File: config.mk
export PLATFORM = sky130hd
export DESIGN_NAME = fifo_word_packer
export DESIGN_NICKNAME = d
export VERILOG_FILES = /design/src/rtl/fifo_word_packer.sv
export SDC_FILE = /design/constraint.sdc
export NUM_CORES = 1
export LEC_CHECK = 0
export ABC_CLOCK_PERIOD_IN_PS = 2630
export BUFFER_PORTS_ARGS = -buffer_cell sky130_fd_sc_hd__buf_4
export CAP_MARGIN = 20
export CORE_ASPECT_RATIO = 0.5
export CORE_MARGIN = 3
export CORE_UTILIZATION = 45
export DETAILED_ROUTE_END_ITERATION = 10
export PLACE_DENSITY = 0.64
export SYNTH_ARGS = -nofsm -noshare
export SYNTH_HDL_FRONTEND = slang
export SYNTH_SLANG_ARGS = --single-unit
File: constraint.sdc
create_clock -name clk -period 2.63 [get_ports clk]
set_clock_uncertainty 0.05 [all_clocks]
set_input_delay 0.263 -clock clk [delete_from_list [all_inputs] [get_ports clk]]
set_output_delay 0.263 -clock clk [all_outputs]
set_load 0.1 [all_outputs]
File: src/rtl/fifo_word_packer.sv
// rtl/fifo_word_packer.sv - packs consecutive FIFO entries into keep-masked wide words
module fifo_word_packer #(
  parameter int DATA_WIDTH = 8,
  parameter int PACK       = 4,
  parameter int CNT_W      = $clog2(PACK + 1)
) (
  input  logic                       clk,
  input  logic                       rst,
  input  logic                       fifo_empty,
  output logic                       fifo_rd_en,
  input  logic [DATA_WIDTH-1:0]      fifo_data,
  input  logic                       flush,
  output logic                       out_valid,
  input  logic                       out_ready,
  output logic [DATA_WIDTH*PACK-1:0] out_data,
  output logic [PACK-1:0]            out_keep,
  output logic                       out_last,
  output logic                       busy
);

  localparam logic [0:0]       ST_FILL  = 1'b0;
  localparam logic [0:0]       ST_DRAIN = 1'b1;
  localparam logic [CNT_W-1:0] CNT_FULL = CNT_W'(PACK);
  localparam logic [CNT_W-1:0] CNT_LAST = CNT_W'(PACK - 1);

  logic [0:0]                       state_q, state_d;
  logic [CNT_W-1:0]                 cnt_q, cnt_d;
  logic                             rd_pend_q, rd_pend_d;
  logic                             flush_pend_q, flush_pend_d;
  logic [PACK-1:0][DATA_WIDTH-1:0]  lane_q, lane_d;
  logic                             out_valid_q, out_valid_d;
  logic [DATA_WIDTH*PACK-1:0]       out_data_q, out_data_d;
  logic [PACK-1:0]                  out_keep_q, out_keep_d;
  logic                             out_last_q, out_last_d;

  logic                             out_free;
  logic [CNT_W:0]                   inflight;
  logic                             room;
  logic                             completes_now;
  logic [PACK-1:0]                  part_keep;
  logic [PACK-1:0][DATA_WIDTH-1:0]  part_lanes;

  assign out_free = ~out_valid_q | out_ready;
  assign inflight = {1'b0, cnt_q} + {{CNT_W{1'b0}}, rd_pend_q};
  assign room     = inflight < {1'b0, CNT_FULL};

  // A pop may also issue while the last lane is in flight if that word will leave this edge,
  // which keeps the sustained rate at one word every PACK cycles.
  assign completes_now = rd_pend_q & (cnt_q == CNT_LAST) & out_free;

  assign fifo_rd_en = ~rst & ~fifo_empty & ~flush_pend_q & (state_q == ST_FILL)
                    & (room | completes_now);

  always_comb begin
    part_keep  = '0;
    part_lanes = '0;
    for (int i = 0; i < PACK; i++) begin
      part_keep[i]  = CNT_W'(i) < cnt_q;
      part_lanes[i] = part_keep[i] ? lane_q[i] : '0;
    end
  end

  always_comb begin
    state_d      = state_q;
    cnt_d        = cnt_q;
    flush_pend_d = flush_pend_q;
    lane_d       = lane_q;
    out_valid_d  = out_valid_q;
    out_data_d   = out_data_q;
    out_keep_d   = out_keep_q;
    out_last_d   = out_last_q;
    rd_pend_d    = fifo_rd_en & ~fifo_empty;

    if (out_valid_q && out_ready) begin
      out_valid_d = 1'b0;
    end

    if (rd_pend_q) begin
      for (int i = 0; i < PACK; i++) begin
        if (cnt_q == CNT_W'(i)) begin
          lane_d[i] = fifo_data;
        end
      end
      if (cnt_q == CNT_LAST) begin
        if (out_free) begin
          out_valid_d = 1'b1;
          out_data_d  = lane_d;
          out_keep_d  = '1;
          out_last_d  = 1'b0;
          cnt_d       = '0;
        end else begin
          cnt_d = CNT_FULL;
        end
      end else begin
        cnt_d = cnt_q + CNT_W'(1);
      end
    end else if (cnt_q == CNT_FULL) begin
      if (out_free) begin
        out_valid_d = 1'b1;
        out_data_d  = lane_q;
        out_keep_d  = '1;
        out_last_d  = (state_q == ST_DRAIN);
        cnt_d       = '0;
        if (state_q == ST_DRAIN) begin
          state_d      = ST_FILL;
          flush_pend_d = 1'b0;
        end
      end
    end else if (state_q == ST_DRAIN && out_free) begin
      if (cnt_q != '0) begin
        out_valid_d = 1'b1;
        out_data_d  = part_lanes;
        out_keep_d  = part_keep;
        out_last_d  = 1'b1;
        cnt_d       = '0;
      end
      state_d      = ST_FILL;
      flush_pend_d = 1'b0;
    end

    if (state_q == ST_FILL && flush && !flush_pend_q) begin
      flush_pend_d = 1'b1;
      state_d      = ST_DRAIN;
    end
  end

  always_ff @(posedge clk or posedge rst) begin
    if (rst) begin
      state_q      <= ST_FILL;
      cnt_q        <= '0;
      rd_pend_q    <= 1'b0;
      flush_pend_q <= 1'b0;
      lane_q       <= '0;
      out_valid_q  <= 1'b0;
      out_data_q   <= '0;
      out_keep_q   <= '0;
      out_last_q   <= 1'b0;
    end else begin
      state_q      <= state_d;
      cnt_q        <= cnt_d;
      rd_pend_q    <= rd_pend_d;
      flush_pend_q <= flush_pend_d;
      lane_q       <= lane_d;
      out_valid_q  <= out_valid_d;
      out_data_q   <= out_data_d;
      out_keep_q   <= out_keep_d;
      out_last_q   <= out_last_d;
    end
  end

  assign out_valid = out_valid_q;
  assign out_data  = out_data_q;
  assign out_keep  = out_keep_q;
  assign out_last  = out_last_q;
  assign busy      = ~rst & ((cnt_q != '0) | rd_pend_q | out_valid_q | flush_pend_q);

endmodule

==> run metrics <==
post-DR wirelength/cell=~19 um; Mapped Nets=337; met1 usage=between 20% and 30%; post-layout min period=~2.4 ns; overall overflow remaining after global route=0; Post-synth EDFFs=0; routed via count=around 2700; Async S/R FF share, synth=100%; area delta synth->final=23.7%; layout cells sized above 1=between 40 and 50%; GRT Total Usage=20.5%; Post-Syn Instances=~320; total routed wirelength=around 9.1 mm; final hold vios=0; HP Class=in2async; RR Endpoint=out_data[6]; CTS tree=built; Antenna Cells=0; Longest Clk Path Bufs=2; cts repair resizes=0; gr busiest metal=met2; setup TNS=0 ns; reg2reg start=cnt_q[0]; global-route wire length before repair=about 15 mm; Rows=22; prevailing post-synth register cell=dfrtp_1; Yosys warning count=0; max cap viols=0; Post-DRT Antenna Nets=0; fill cell count=roughly 640; Final Max Slew Viols=0; Reg area=around 1900 um2; CTS root buffer=clkbuf_16; Clk pin slew, worst setup/hold paths=~0.060 ns; Critical Path AT=between 2 and 2.5 ns; worst-case headroom to the max-slew limit=between 50% and 60%; unrepaired setup endpoints after global routing=no; CP Data Required Time=approximately 2.3 ns; CTS H-tree depth=3; GP Congestion=approximately 0.84; Die ar.=approximately 9400 um2; Netlist cell types=38; Buffers on Ports=52; Final HPWL DP=about 6.2 mm; # clock sinks=76; Seq/Total Area, Yosys=between 50% and 60%; vias per cell=5.62; Tcrit/Tclk final=between 90% and 100%; CP startpoint kind=flop; CP Max Fanout=10; initial antenna violation count=0; critical path endpoint=busy; final net count=390; Mapped Area=3680 um2; critical path class=reg2out; crit path launch=cnt_q[0]; DRC viols=0; crit end category=primary output; outcome=complete, no violations; Post-CTS Repair Setup Buffers=0; Multi-input gate area=about 1600 um2; TritonCTS buffer count=9; Die X=between 100 and 150 um; DRT Pass-1 Iters=4; syn_area_per_cell=about 11 um2; I/O pin count=53; Final setup viols=0; measured slew at the worst slew-check pin=about 0.68 ns; Seq cells post-synth=76; largest net degree at the start of global routing=33; fmax=417 MHz; M3 GR Usage=6.12%; vias in the first global route=about 2800; met2 Track Usage GR=31.5%; Initial Util=between 40% and 50%; clock latency on the worst-skew pair=about 0.34 ns; die height=approximately 70 um; core region area=around 7600 um2; Reg2Reg Depth=8; # hold bufs at CTS=0; R2R Setup Slk=0.34 ns; DR iter-0 viols=between 100 and 150
==> layer usage <==
metal,wire length (um),vias up
li1,-,1287
met3,674,11
met2,4130,69
met1,4150,1368
met5,0,-
met4,134,0
==> Yosys cell counts (2+ instances only) <==
master	count	area share, %
a21o_1	2	0.41
a21oi_1	14	1.9
a21oi_2	20	4.8
a22o_1	7	1.7
a22oi_1	13	2.6
a2bb2oi_1	5	1.2
a31oi_1	2	0.34
buf_1	2	0.20
buf_2	10	1.4
buf_6	2	0.61
clkbuf_1	10	1.0
dfrtp_1	76	52
ha_1	3	1.0
inv_1	5	0.51
mux2_2	46	14
mux2i_1	2	0.54
nand2_1	11	1.1
nand2b_1	3	0.51
nor2_1	10	1.0
nor2b_1	3	0.51
nor3_1	26	3.5
nor4_1	2	0.34
o21ai_0	22	3.0
o2bb2ai_1	10	2.4
or2_2	2	0.34
==> cell usage in the layout, fill, tap and decap left out, types with 4 or more instances in the layout <==
cell type	Yosys	final
nand2_1	11	11
o21ai_0	22	22
mux2_2	46	46
inv_1	5	4
nor2_1	10	9
a21oi_1	14	14
o2bb2ai_1	10	10
clkbuf_16	0	9
dfrtp_1	76	76
a22oi_1	13	13
nor3_1	26	25
a21oi_2	20	20
buf_4	0	67
a2bb2oi_1	5	5
a22o_1	7	7
==> cells by family after synthesis <==
logic type,Yosys count,share of synthesized area (%)
AOI/OAI and AO/OA,98,18.9
adders and majority gates,3,1.02
buffers and inverters,30,3.84
DFF,76,51.6
muxes,48,14.6
and+or+nand+nor,66,9.99
==> sequential cells by signal, summed over array words and instances (netlist names) <==
| name | count |
|---|---|
| lane_q | 32 |
| out_data | 32 |
| out_keep | 4 |
| cnt_q | 3 |
| flush_pend_q | 1 |
| out_last | 1 |
| out_valid | 1 |
| rd_pend_q | 1 |
| state_q | 1 |
==> cell type report <==
cell class	count	area share, %
sequential	76	41.7
tap	108	2.96
clock inverter	4	2.09
inverter	5	0.412
clock buffer	12	5.63
timing repair buffer	67	11.0
multi-input combinational	215	36.2
==> worst min path at each step <==
stage	startpoint	end	slack [ns]	depth (start not counted)
3_3_place_gp	rst	out_valid	0.37	2
6_report	rst	lane_q[15]	0.002	2
4_1_cts	rst	out_valid	0.02	2
2_1_floorplan	fifo_empty	rd_pend_q	0.29	1
3_5_place_dp	rst	out_valid	0.38	2
5_1_grt	rst	out_valid	0.05	2
==> stage by stage <==
stage          setup slack, ns  utilization (%)  hold slack, ns  area (um2)  cells
2_1_floorplan          -0.0180                -           0.286        3690    321
3_3_place_gp             0.467             55.2           0.367        4210    471
3_5_place_dp             0.367             55.2           0.379        4210    471
4_1_cts                  0.213             59.8          0.0161        4560    487
5_1_grt                  0.129             59.8          0.0476        4560    487
6_report                 0.232             59.8         0.00176        4560    487
==> critical path, cell delays in order, from the launching register on <==
cell and delay, ns:
dfrtp_1 0.37, inv_1 0.15, ha_1 0.30, nand2b_1 0.31, nor4_1 0.32, nor2_2 0.05
buf_4 0.23
Power is left out: the tool's default activity adds up to more than one toggle a clock period on the data nets, which glitch-free logic cannot reach.
